--- src/rtl/binarize_pkg.sv ---
// Shared types and constants for the binarize pipeline.
// Holds pixel/channel widths, black/white pixels, default luma weights.
package binarize_pkg;

   localparam int PIX_W  = 24;
   localparam int CH_W   = 8;
   localparam int PROD_W = 2 * CH_W;
   localparam int SUM_W  = PROD_W + 2;

   localparam logic [PIX_W-1:0] PIX_WHITE = 24'hFFFFFF;
   localparam logic [PIX_W-1:0] PIX_BLACK = 24'h000000;

   localparam int R_COEF_DEF = 77;
   localparam int G_COEF_DEF = 150;
   localparam int B_COEF_DEF = 29;

   typedef logic [CH_W-1:0]   chan_t;
   typedef logic [PROD_W-1:0] prod_t;

   typedef struct packed {
      prod_t r;
      prod_t g;
      prod_t b;
      logic  de;
      logic  hsync;
      logic  vsync;
      logic  invert;
   } s1_t;

   typedef struct packed {
      chan_t y;
      logic  de;
      logic  hsync;
      logic  vsync;
      logic  invert;
   } s2_t;

   function automatic prod_t weigh(chan_t c, int coef);
      return prod_t'(c) * prod_t'(coef);
   endfunction

endpackage

--- src/rtl/binarize_minmax.sv ---
// Per-frame min/max tracker of luma; sets threshold at frame boundaries.
// Ports: clk, rst_n (sync, active low), y/de/vsync (stage-2 aligned), thr.
module binarize_minmax
   import binarize_pkg::*;
#(
   parameter int RESET_THR = 128
) (
   input  logic  clk,
   input  logic  rst_n,
   input  chan_t y,
   input  logic  de,
   input  logic  vsync,
   output chan_t thr
);

   chan_t         min_q;
   chan_t         max_q;
   logic          seen_q;
   logic          vs_q;
   logic          frame_edge;
   logic [CH_W:0] mid;

   always_comb begin
      frame_edge = vsync & ~vs_q;
      // 9-bit sum so the midpoint cannot overflow
      mid        = {1'b0, min_q} + {1'b0, max_q};
   end

   always_ff @(posedge clk) begin
      if (!rst_n) begin
         min_q  <= '1;
         max_q  <= '0;
         seen_q <= 1'b0;
         vs_q   <= 1'b0;
         thr    <= CH_W'(RESET_THR);
      end else begin
         vs_q <= vsync;
         if (frame_edge) begin
            // Empty frame keeps the old threshold.
            if (seen_q)
               thr <= CH_W'(mid >> 1);
            // A pixel on the edge cycle opens the new frame.
            min_q  <= de ? y : '1;
            max_q  <= de ? y : '0;
            seen_q <= de;
         end else if (de) begin
            if (y < min_q)
               min_q <= y;
            if (y > max_q)
               max_q <= y;
            seen_q <= 1'b1;
         end
      end
   end

endmodule

--- src/rtl/binarize.sv ---
// Three-stage luma threshold: weigh channels, sum to Y, compare to thr.
// Ports: clk, rst_n (sync, active low), pixel/de/hsync/vsync in and out,
// thr_in, invert, thr_active. Define BINARIZE_AUTO_THRESH_EN for
// per-frame automatic threshold (thr_in is then ignored).
module binarize
   import binarize_pkg::*;
#(
   parameter int R_COEF    = R_COEF_DEF,
   parameter int G_COEF    = G_COEF_DEF,
   parameter int B_COEF    = B_COEF_DEF,
   parameter int RESET_THR = 128
) (
   input  logic             clk,
   input  logic             rst_n,
   input  logic [PIX_W-1:0] pixel_in,
   input  logic             de_in,
   input  logic             hsync_in,
   input  logic             vsync_in,
   input  logic [CH_W-1:0]  thr_in,
   input  logic             invert,
   output logic [PIX_W-1:0] pixel_out,
   output logic             de_out,
   output logic             hsync_out,
   output logic             vsync_out,
   output logic [CH_W-1:0]  thr_active
);

   s1_t              s1_q;
   s2_t              s2_q;
   logic [SUM_W-1:0] sum;
   logic             white;

   always_comb begin
      sum   = SUM_W'(s1_q.r) + SUM_W'(s1_q.g) + SUM_W'(s1_q.b);
      white = (s2_q.y >= thr_active) ^ s2_q.invert;
   end

   always_ff @(posedge clk) begin
      if (!rst_n) begin
         s1_q      <= '0;
         s2_q      <= '0;
         pixel_out <= PIX_BLACK;
         de_out    <= 1'b0;
         hsync_out <= 1'b0;
         vsync_out <= 1'b0;
      end else begin
         s1_q.r      <= weigh(pixel_in[23:16], R_COEF);
         s1_q.g      <= weigh(pixel_in[15:8], G_COEF);
         s1_q.b      <= weigh(pixel_in[7:0], B_COEF);
         s1_q.de     <= de_in;
         s1_q.hsync  <= hsync_in;
         s1_q.vsync  <= vsync_in;
         s1_q.invert <= invert;

         // Weights sum to 256, so Y is the sum's middle byte.
         s2_q.y      <= CH_W'(sum >> 8);
         s2_q.de     <= s1_q.de;
         s2_q.hsync  <= s1_q.hsync;
         s2_q.vsync  <= s1_q.vsync;
         s2_q.invert <= s1_q.invert;

         // Blanking is always black, even when inverted.
         pixel_out <= (s2_q.de && white) ? PIX_WHITE : PIX_BLACK;
         de_out    <= s2_q.de;
         hsync_out <= s2_q.hsync;
         vsync_out <= s2_q.vsync;
      end
   end

`ifdef BINARIZE_AUTO_THRESH_EN
   logic thr_unused;
   assign thr_unused = ^thr_in;

   binarize_minmax #(
      .RESET_THR (RESET_THR)
   ) u_minmax (
      .clk   (clk),
      .rst_n (rst_n),
      .y     (s2_q.y),
      .de    (s2_q.de),
      .vsync (s2_q.vsync),
      .thr   (thr_active)
   );
`else
   always_ff @(posedge clk) begin
      if (!rst_n)
         thr_active <= CH_W'(RESET_THR);
      else
         thr_active <= thr_in;
   end
`endif

endmodule

--- config.mk ---
export PLATFORM = sky130hd
export DESIGN_NAME = binarize
export DESIGN_NICKNAME = d
export VERILOG_FILES = /design/src/rtl/binarize_pkg.sv /design/src/rtl/binarize_minmax.sv /design/src/rtl/binarize.sv
export SDC_FILE = /design/constraint.sdc
export NUM_CORES = 1
export LEC_CHECK = 0
export ABC_AREA = 1
export BUFFER_PORTS_ARGS = -buffer_cell sky130_fd_sc_hd__buf_2
export CORE_MARGIN = 2
export CORE_UTILIZATION = 60
export CTS_CLUSTER_SIZE = 10
export DETAILED_ROUTE_END_ITERATION = 16
export PLACE_DENSITY = 0.89
export SETUP_SLACK_MARGIN = 0.15
export SYNTH_ARGS = -nofsm -noshare
export SYNTH_HDL_FRONTEND = slang
export SYNTH_SLANG_ARGS = --single-unit
--- constraint.sdc ---
create_clock -name clk -period 3.4 [get_ports clk]
set_input_delay 0 -clock clk [delete_from_list [all_inputs] [get_ports clk]]
set_output_delay 0 -clock clk [all_outputs]
set_load 0.01 [all_outputs]
==> impl_metrics.py, run 1 <==
metrics = {
    "pwr": {
        "combPwrFrac_pct": 59.6,
        "power_density_nw_per_um2": 610,
        "seqPwrFrac_pct": 25.7,
        "leakage_nw": 4.18,
        "vdd_drop_max_v": 0.000382,
        "p_switching_mw": 2.04,
        "clock_power_share_pct": 14.8,
        "p_sw_share_pct": 47.3,
        "p_total_mw": 4.30,
        "p_int_mw": 2.27,
    },
    "placed_design": {
        "dpl.hpwl_um": 10400,
        "place.gp.congestion": 0.927,
        "io_buffers": 72,
    },
    "timing": {
        "rsz0062_at_grt": "no",
        "fin_crit_sh_pct": 89.2,
        "tns_ns": 0,
        "hold_viol_final": 0,
        "relSlewSlack_pct": 65.2,
        "setup_violations": 0,
        "fmax_mhz": 330,
        "worstMarginPinSlew_ns": 0.522,
        "fin_skew_ns": 0.00748,
        "maxSlewViolCount": 0,
        "layout_min_cycle_time_ns": 3.03,
    },
    "detailed_routing": {
        "totalWireLength_um": 13000,
        "drtIter0Drc": 396,
        "drc": 0,
        "vias": 5417,
        "wire_per_inst_um": 12.3,
        "firstDrtPassIters": 5,
        "final_antenna_net_count": 0,
        "avgViaCountPerCell": 5.13,
    },
    "status": {
        "status": "completed",
    },
    "cts": {
        "cts-root-buf": "clkbuf_8",
        "cts.sinks": 71,
        "path_clk_slew_ns": 0.08,
        "cts_setup_buffers": 0,
        "cts_resized": 0,
        "cts_tree": "built",
        "htree_levels": 3,
        "max-clock-path-buffers": 2,
        "cts-hold-fix-buffers": 18,
        "worstSkewPairLatency_ns": 0.36,
        "tritoncts.num_buffers": 9,
    },
    "synth": {
        "synth_seq_cells": 71,
        "syn-num-nets": 1039,
        "yosys_warnings": 0,
        "synth_cell_type_count": 31,
        "synth.avg_cell_area_sq_um": 7.55,
        "synth_area_sq_um": 6350,
        "yosysSeqAreaShare_pct": 22.4,
        "postSynthCellCount": 842,
    },
    "worst_setup_path": {
        "cp_data_required_time_ns": 3.68,
        "timing_worst_setup_path_type": "input pin to register",
        "start_kind": "input pin",
        "cp_data_arrival_time_ns": 3.32,
        "cp-end-kind": "register",
        "worstPathMaxFanout": 7,
    },
    "finish": {
        "syn2layout_area_growth_pct": 10.9,
        "layout_common_cells": "nand2_1, inv_1, ha_1",
        "post-route-util_pct": 68.3,
        "diodes": 0,
        "drive_gt1_share_pct": 11.1,
        "final_common_cell": "nand2_1",
        "final_nets": 1111,
    },
    "global_route": {
        "antenna_found_initial": 0,
        "grt_max_degree": 39,
        "grt_overflow": 0,
        "grt_usage_pct": 24.6,
        "grt_pass1_vias": 5380,
        "grt_pass1_wl_um": 22600,
    },
    "die": {
        "die_w_um": 107,
        "start_util_pct": 61.6,
        "ioPinCount": 73,
        "rows": 37,
        "die_y_um": 107,
        "core-area_sq_um": 10300,
        "die_area_sq_um": 11400,
    },
    "worst_hold_path": {
        "worstHoldPathType": "input pin to register",
    },
    "run": {
        "cap_violations": 0,
    },
}
## worst paths after layout
kind	startpoint	to	cells past startpoint	slack (ns)
worst max register to register	s1_q[14]$_SDFF_PN0_	s2_q[11]$_SDFF_PN0_	8	1.34
worst min register to register	s1_q[1]$_SDFF_PN0_	s2_q[1]$_SDFF_PN0_	2	0.41
worst max-delay path	pixel_in[1]	s1_q[12]$_SDFF_PN0_	13	0.37
worst min-delay path	pixel_in[18]	s1_q[38]$_SDFF_PN0_	4	0.04
## critical path, cell delays in order
cell and delay (ns):
dlygate4sd3_1 0.52, buf_2 0.15, inv_1 0.07, fa_1 0.53
inv_1 0.05, ha_1 0.32, fa_1 0.48, ha_1 0.39
a21oi_1 0.22, nand2_1 0.13, a21oi_1 0.22, o21ai_1 0.09
a21oi_1 0.16
## cell type report
type,instances,area [sq um]
Clock buffer,11,151
Inverter,178,668
Fill cell,799,3270
Clock inverter,5,40.0
Sequential cell,71,1420
Timing Repair Buffer,91,548
Multi-Input combinational cell,563,4050
Tap cell,136,170
## registers in the layout, indices dropped and copies added, names as in the netlist
register	flops
thr_active	8
vsync_out	1
pixel_out	1
s1_q	47
s2_q	12
hsync_out	1
de_out	1
## cell families (layout without fill, tap and decap cells)
logic type | Yosys count | in the layout | synth area share [%]
AO/OA/AOI/OAI | 88 | 88 | 7.15
buffers and inverters | 208 | 285 | 13.9
AND/OR/NAND/NOR | 314 | 314 | 20.5
adder cells (fa/ha/maj) | 159 | 159 | 35.8
flip-flops | 71 | 71 | 22.4
XOR/XNOR | 2 | 2 | 0.276
## synth_stat cells
| master | number | area, sq um |
|---|---|---|
| dfxtp_1 | 71 | 1420 |
| clkbuf_1 | 2 | 7.51 |
| or2_1 | 1 | 6.26 |
| nor3_2 | 2 | 20.0 |
| or2_2 | 1 | 6.26 |
| xnor2_1 | 2 | 17.5 |
| o21bai_1 | 2 | 15.0 |
| nand3_2 | 1 | 10.0 |
| nor3_1 | 4 | 20.0 |
| nand4_1 | 7 | 43.8 |
| fa_1 | 38 | 761 |
| a211oi_1 | 1 | 7.51 |
| clkbuf_8 | 1 | 13.8 |
| o21ai_2 | 1 | 8.76 |
| nand2_2 | 4 | 25.0 |
| buf_2 | 4 | 20.0 |
| inv_2 | 2 | 7.51 |
| nor3b_2 | 1 | 12.5 |
| nand3_1 | 37 | 185 |
| ha_1 | 121 | 1510 |
| nor2_2 | 1 | 6.26 |
| o21ai_0 | 17 | 85.1 |
| o21a_1 | 1 | 7.51 |
| and2_1 | 5 | 31.3 |
| o21ai_1 | 10 | 50.1 |
| buf_4 | 23 | 173 |
| inv_1 | 172 | 646 |
| a21oi_1 | 56 | 280 |
| clkinv_1 | 4 | 15.0 |
| nand2_1 | 183 | 687 |
| nor2_1 | 67 | 251 |
## layer usage
layer,up-vias,part of all wire [%],GRT usage [%]
li1,2759,-,-
met4,0,3.4,11.6
met5,-,0,0
met3,37,5.0,3.34
met2,184,48,43.8
met1,2437,43,29.1
## power by group through the flow
stage	logic, mW	clock network [mW]	registers, mW
3_5_place_dp	2.47	0	1.12
4_1_cts	2.54	0.647	1.10
5_1_grt	2.94	0.687	1.12
3_3_place_gp	2.37	0	1.12
2_1_floorplan	1.92	0	1.10
6_report	2.56	0.636	1.10
## metrics by stage
stage / cell area [sq um] / worst slack (ns) / hold WS [ns] / instances
CTS: 7050 / 0.416 / 0.0247 / 1055
floorplan: 6350 / 0.767 / 0.0935 / 842
global placement: 6680 / 0.531 / 0.185 / 1021
global route: 7050 / 0.221 / 0.0597 / 1055
detailed placement: 6680 / 0.431 / 0.187 / 1021
finish: 7050 / 0.367 / 0.0371 / 1055
Power figures use the tool's default switching activity.
==> run 2, diff against run 1 <==
--- a/config.mk
+++ b/config.mk
@@ -8,10 +8,11 @@
 export ABC_AREA = 1
 export BUFFER_PORTS_ARGS = -buffer_cell sky130_fd_sc_hd__buf_2
 export CORE_MARGIN = 2
-export CORE_UTILIZATION = 60
+export CORE_UTILIZATION = 62
+export CTS_BUF_LIST = sky130_fd_sc_hd__clkbuf_2 sky130_fd_sc_hd__clkbuf_4 sky130_fd_sc_hd__clkbuf_8
 export CTS_CLUSTER_SIZE = 10
 export DETAILED_ROUTE_END_ITERATION = 16
-export PLACE_DENSITY = 0.89
+export PLACE_DENSITY = 0.91
 export SETUP_SLACK_MARGIN = 0.15
 export SYNTH_ARGS = -nofsm -noshare
 export SYNTH_HDL_FRONTEND = slang
==> run 2 against run 1 <==
  * Register-to-register slack is essentially flat
  * Flip-flop and latch count is the same
  * Non-clock buffer count shrank 1
  * Final cell count shrank 0.38%
  * Clock power grew 2%
  * Utilization grew 3.1 points
  * Global-route usage grew 0.88 points
  * Design area shrank 0.12%
  * Critical path type unchanged
==> impl_metrics.py, run 2 (synthesis gave the netlist of run 1 again) <==
metrics = {
    "cts": {
        "max-clock-path-buffers": 2,
        "cts-root-buf": "clkbuf_8",
        "cts.sinks": 71,
        "htree_levels": 3,
        "tritoncts.num_buffers": 9,
        "path_clk_slew_ns": 0.07,
        "worstSkewPairLatency_ns": 0.34,
        "cts_setup_buffers": 0,
        "cts_tree": "built",
    },
    "worst_hold_path": {
        "worstHoldPathType": "input pin to register",
        "worstHoldPathCells": 4,
    },
    "worst_setup_path": {
        "cp_data_required_time_ns": 3.67,
        "crit_path_start": "pixel_in[1]",
        "cp-end-kind": "register",
        "worstPathMaxFanout": 7,
        "regToRegEndpoint": "s2_q[9]$_SDFF_PN0_",
        "r2r-start": "s1_q[12]$_SDFF_PN0_",
        "slowest_delay_ns": 0.53,
        "timing_worst_setup_path_type": "input pin to register",
        "path_cells": "dlygate4sd3_1, buf_2, inv_1, fa_1, inv_1, ha_1, fa_1, ha_1, a21oi_2, nand2_1, a21oi_1, o21ai_1, a21oi_1",
        "start_kind": "input pin",
        "ff2ff_setup_slack_ns": 1.33,
        "cp_data_arrival_time_ns": 3.22,
        "slowest_stage": "fa_1",
        "crit_end": "s1_q[12]$_SDFF_PN0_",
        "r2r_cells": 9,
    },
    "timing": {
        "hold_viol_final": 0,
        "rsz0062_at_grt": "no",
        "relSlewSlack_pct": 65.9,
        "fin_crit_sh_pct": 86.5,
        "worstMarginPinSlew_ns": 0.510,
        "fmax_mhz": 340,
        "maxSlewViolCount": 0,
        "setup_violations": 0,
        "worst_hold_slack_ns": 0.00998,
        "layout_min_cycle_time_ns": 2.94,
        "tns_ns": 0,
        "fin_skew_ns": 0.00874,
        "fin_ws_ns": 0.458,
    },
    "pwr": {
        "vdd_drop_max_v": 0.000372,
        "leakage_nw": 4.18,
        "power_density_nw_per_um2": 619,
    },
    "die": {
        "die_y_um": 105,
        "core-area_sq_um": 9860,
        "die_w_um": 105,
        "rows": 36,
        "ioPinCount": 73,
        "die_area_sq_um": 11100,
        "start_util_pct": 64.4,
    },
    "detailed_routing": {
        "wire_per_inst_um": 12.8,
        "vias": 5467,
        "drtIter0Drc": 384,
        "drc": 0,
        "final_antenna_net_count": 0,
        "totalWireLength_um": 13500,
        "avgViaCountPerCell": 5.20,
        "firstDrtPassIters": 5,
    },
    "finish": {
        "drive_gt1_share_pct": 11.2,
        "final.fill_count": 729,
        "final_common_cell": "nand2_1",
        "diodes": 0,
        "largest_reg_flops": 47,
        "layout_common_cells": "nand2_1, inv_1, ha_1",
        "final_nets": 1110,
        "syn2layout_area_growth_pct": 10.8,
        "top_register": "s1_q",
        "regArea_sq_um": 1420,
        "multi_input_area_sq_um": 4060,
        "reg_top3": "s1_q x47, s2_q x12, thr_active x8",
    },
    "global_route": {
        "grt_pass1_vias": 5349,
        "grt_max_degree": 41,
        "grt_usage_pct": 25.4,
        "antenna_found_initial": 0,
        "grt_pass1_wl_um": 23000,
        "grt_overflow": 0,
    },
    "placed_design": {
        "post-place-ws_ns": 0.447,
        "dpl.hpwl_um": 10700,
        "io_buffers": 72,
        "place.gp.congestion": 0.944,
    },
    "status": {
        "status": "completed",
    },
    "run": {
        "cap_violations": 0,
    },
}
run 2: area by class of cell:
cell class / count / share of cell area [%]
timing repair buffer: 90 / 7.64
clock buffer: 10 / 1.87
sequential: 71 / 20.2
multi-input combinational: 563 / 57.6
tap: 133 / 2.36
clock inverter: 6 / 0.871
inverter: 178 / 9.49
run 2: how the worst min path moves through the flow:
stage	from	endpoint	slack, ns
after global routing	pixel_in[2]	s1_q[6]$_SDFF_PN0_	0.05
after CTS	pixel_in[2]	s1_q[6]$_SDFF_PN0_	0.002
after global placement	thr_in[5]	thr_active[5]$_SDFF_PN0_	0.18
after floorplan	pixel_in[1]	s1_q[5]$_SDFF_PN0_	0.09
final	pixel_in[2]	s1_q[6]$_SDFF_PN0_	0.01
after detailed placement	hsync_in	s1_q[2]$_SDFF_PN0_	0.19
run 2: power by group:
part | internal (mW) | switching (mW)
Clock | 0.344 | 0.306
Sequential | 1.01 | 0.103
Combinational | 0.950 | 1.65
Total | 2.30 | 2.06
run 2: metal layers:
metal  vias to the layer above  routed length, um  global-route usage, %
met4                         0                461                   10.3
met2                       211               6690                   46.8
met5                         -                  0                      0
met3                        53                768                   4.14
li1                       2748                  -                      -
met1                      2455               5550                   29.1
run 2: critical path: cells and delay by family:
kind	cells	cell delay, ns
buffers and inverters	4	0.76
adder cells (fa/ha/maj)	4	1.70
AND/OR/NAND/NOR	1	0.12
AO/OA/AOI/OAI	4	0.65
run 2: timing repair:
item / CTS / global route
resized for setup: 0 / 1
hold buffers: 17 / 0
endpoints found under the setup margin: 0 / 1
hold endpoints to repair: 17 / 0
run 2: through the flow:
stage	instances	total power [mW]	util [%]	area, sq um
floorplan	842	3.02	-	6350
global placement	1018	3.48	67.7	6680
detailed placement	1018	3.60	67.7	6680
CTS	1051	4.33	71.3	7040
global route	1051	4.78	71.4	7040
finish	1051	4.36	71.4	7040
==> run 3, diff against run 2 <==
--- a/config.mk
+++ b/config.mk
@@ -8,12 +8,13 @@
 export ABC_AREA = 1
 export BUFFER_PORTS_ARGS = -buffer_cell sky130_fd_sc_hd__buf_2
 export CORE_MARGIN = 2
-export CORE_UTILIZATION = 62
+export CORE_UTILIZATION = 56
 export CTS_BUF_LIST = sky130_fd_sc_hd__clkbuf_2 sky130_fd_sc_hd__clkbuf_4 sky130_fd_sc_hd__clkbuf_8
 export CTS_CLUSTER_SIZE = 10
 export DETAILED_ROUTE_END_ITERATION = 16
-export PLACE_DENSITY = 0.91
+export PLACE_DENSITY = 0.87
 export SETUP_SLACK_MARGIN = 0.15
+export SLEW_MARGIN = 20
 export SYNTH_ARGS = -nofsm -noshare
 export SYNTH_HDL_FRONTEND = slang
 export SYNTH_SLANG_ARGS = --single-unit
==> constraint.sdc (replaced) <==
create_clock -name clk -period 2.5 [get_ports clk]
set_input_delay 0 -clock clk [delete_from_list [all_inputs] [get_ports clk]]
set_output_delay 0 -clock clk [all_outputs]
set_load 0.01 [all_outputs]
==> run 3 against run 2 <==
  * Utilization shrank 1.2 points
  * Flip-flop and latch count is the same
  * Non-clock buffer count grew 39
  * Sequential share of layout area shrank 1.7 points
  * Clock power grew 34%
  * Sequential power grew 36%
  * Via count grew 2.8%
  * Register-to-register slack lost 0.91 ns
  * Worst setup slack lost 0.29 ns
  * Die area grew 10%
  * Design area grew 9.0%
  * Critical endpoint is now s1_q[30]$_SDFF_PN0_
  * Largest cell class unchanged
==> impl_metrics.py, run 3 (synthesis gave the netlist of run 1 again) <==
metrics = {
    "status": {
        "status": "completed",
    },
    "die": {
        "die_area_sq_um": 12200,
        "core-area_sq_um": 10900,
        "die_y_um": 111,
        "die_w_um": 111,
        "rows": 38,
        "start_util_pct": 58.1,
        "ioPinCount": 73,
    },
    "global_route": {
        "grt_overflow": 0,
        "grt_max_degree": 41,
        "grt_usage_pct": 23.0,
        "grt_pass1_vias": 5362,
        "grt_pass1_wl_um": 23500,
        "antenna_found_initial": 0,
    },
    "pwr": {
        "power_density_nw_per_um2": 847,
        "leakage_nw": 4.39,
        "vdd_drop_max_v": 0.000592,
    },
    "finish": {
        "final_common_cell": "nand2_1",
        "final_area_sq_um": 7680,
        "top_register": "s1_q",
        "largest_reg_flops": 47,
        "layout_common_cells": "nand2_1, inv_1, ha_1",
        "reg_top3": "s1_q x47, s2_q x12, thr_active x8",
        "final_nets": 1149,
        "drive_gt1_share_pct": 20.4,
        "diodes": 0,
        "syn2layout_area_growth_pct": 20.8,
    },
    "cts": {
        "htree_levels": 3,
        "cts_tree": "built",
        "worstSkewPairLatency_ns": 0.35,
        "max-clock-path-buffers": 2,
        "path_clk_slew_ns": 0.09,
        "cts-root-buf": "clkbuf_8",
        "cts.sinks": 71,
        "tritoncts.num_buffers": 9,
    },
    "detailed_routing": {
        "avgViaCountPerCell": 5.12,
        "wl_met1_um": 6130,
        "drc": 0,
        "firstDrtPassIters": 7,
        "met3_length_um": 631,
        "wl_met2_um": 7360,
        "totalWireLength_um": 14400,
        "vias": 5618,
        "dr.max_layer_used": "met4",
        "wire_per_inst_um": 13.1,
        "drtIter0Drc": 350,
        "final_antenna_net_count": 0,
    },
    "worst_setup_path": {
        "crit_buf_inv": 4,
        "r2r-start": "s1_q[15]$_SDFF_PN0_",
        "path_cells": "buf_2, ha_4, ha_4, inv_2, fa_1, fa_1, inv_2, ha_4, nand2_2, inv_1, nand2_1, nand2_2, a21oi_1, o21ai_1, a21oi_1",
        "cp_top_family": "adder cells",
        "cp-end-kind": "register",
        "slowest_stage": "fa_1",
        "start_kind": "input pin",
        "crit_path_frequent_cell": "ha_4",
        "r2r_cells": 10,
        "slowest_delay_ns": 0.51,
        "critical_path_depth": 15,
        "worstPathMaxFanout": 4,
        "cp_data_arrival_time_ns": 2.62,
        "regToRegEndpoint": "s2_q[8]$_SDFF_PN0_",
        "ff2ff_setup_slack_ns": 0.42,
        "cp_data_required_time_ns": 2.78,
        "timing_worst_setup_path_type": "input pin to register",
    },
    "placed_design": {
        "post-place-ws_ns": -0.254,
        "io_buffers": 72,
        "dpl.hpwl_um": 10900,
        "postPlaceCellArea_sq_um": 7180,
        "place.gp.congestion": 0.885,
    },
    "run": {
        "cap_violations": 0,
    },
    "worst_hold_path": {
        "hold_path.startpoint": "pixel_in[17]",
        "worstHoldPathType": "input pin to register",
        "min_to": "s1_q[37]$_SDFF_PN0_",
        "worstHoldPathCells": 4,
    },
    "timing": {
        "setup_violations": 0,
        "hold_viol_final": 0,
        "tns_ns": 0,
        "worstMarginPinSlew_ns": 0.529,
        "worst_hold_slack_ns": 0.0129,
        "relSlewSlack_pct": 64.7,
        "fin_skew_ns": 0.00935,
        "fin_ws_ns": 0.165,
        "fin_crit_sh_pct": 93.4,
        "rsz0062_at_grt": "yes",
        "layout_min_cycle_time_ns": 2.34,
        "maxSlewViolCount": 0,
        "fmax_mhz": 428,
    },
}
## run 3: area by class of cell
cell class                      count  area, sq um
Sequential cell                    71         1420
Timing Repair Buffer              129          857
Multi-Input combinational cell    563         4370
Tap cell                          140          175
Inverter                          178          668
Fill cell                         813         3260
Clock inverter                      7         61.3
Clock buffer                        9          124
## run 3: through the flow
| stage | total power, mW | cells | util, % |
|---|---|---|---|
| floorplan | 4.30 | 842 | - |
| global placement | 5.12 | 1064 | 65.6 |
| detailed placement | 5.29 | 1064 | 65.6 |
| CTS | 6.23 | 1096 | 68.8 |
| global route | 7.09 | 1097 | 70.2 |
| finish | 6.50 | 1097 | 70.2 |
## run 3: metal layers
layer	up-vias	GRT usage, %
met1	2592	28.8
met2	176	41.8
li1	2825	-
met4	0	5.00
met3	25	3.46
met5	-	0
## run 3: how the worst max path moves through the flow
stage | start | endpoint | slack, ns
global placement | pixel_in[20] | s1_q[50]$_SDFF_PN0_ | -0.19
finish | pixel_in[12] | s1_q[30]$_SDFF_PN0_ | 0.16
CTS | pixel_in[13] | s1_q[30]$_SDFF_PN0_ | 0.16
detailed placement | pixel_in[20] | s1_q[50]$_SDFF_PN0_ | -0.25
floorplan | pixel_in[20] | s1_q[50]$_SDFF_PN0_ | 0.03
global route | pixel_in[21] | s1_q[50]$_SDFF_PN0_ | 0.02
## run 3: timing repair
| item | CTS | global route |
|---|---|---|
| resized for setup | 1 | 35 |
| endpoints found under the setup margin | 3 | 17 |
| buffers inserted | 0 | 1 |
| pin swaps | 1 | 21 |
| endpoints found under the hold margin | 16 | 0 |
| hold buffers | 16 | 0 |
## run 3: worst min-delay path, cell delays in order
cell     delay [ns]
buf_2          0.13
buf_4          0.13
nand2_1        0.05
inv_1          0.04
## run 3: report_power, final
group          leakage, nW  total (mW)  switching [mW]  internal, mW
Sequential           0.590        1.51           0.134          1.37
Combinational         3.71        4.12            2.46          1.67
Clock               0.0888       0.872           0.494         0.379
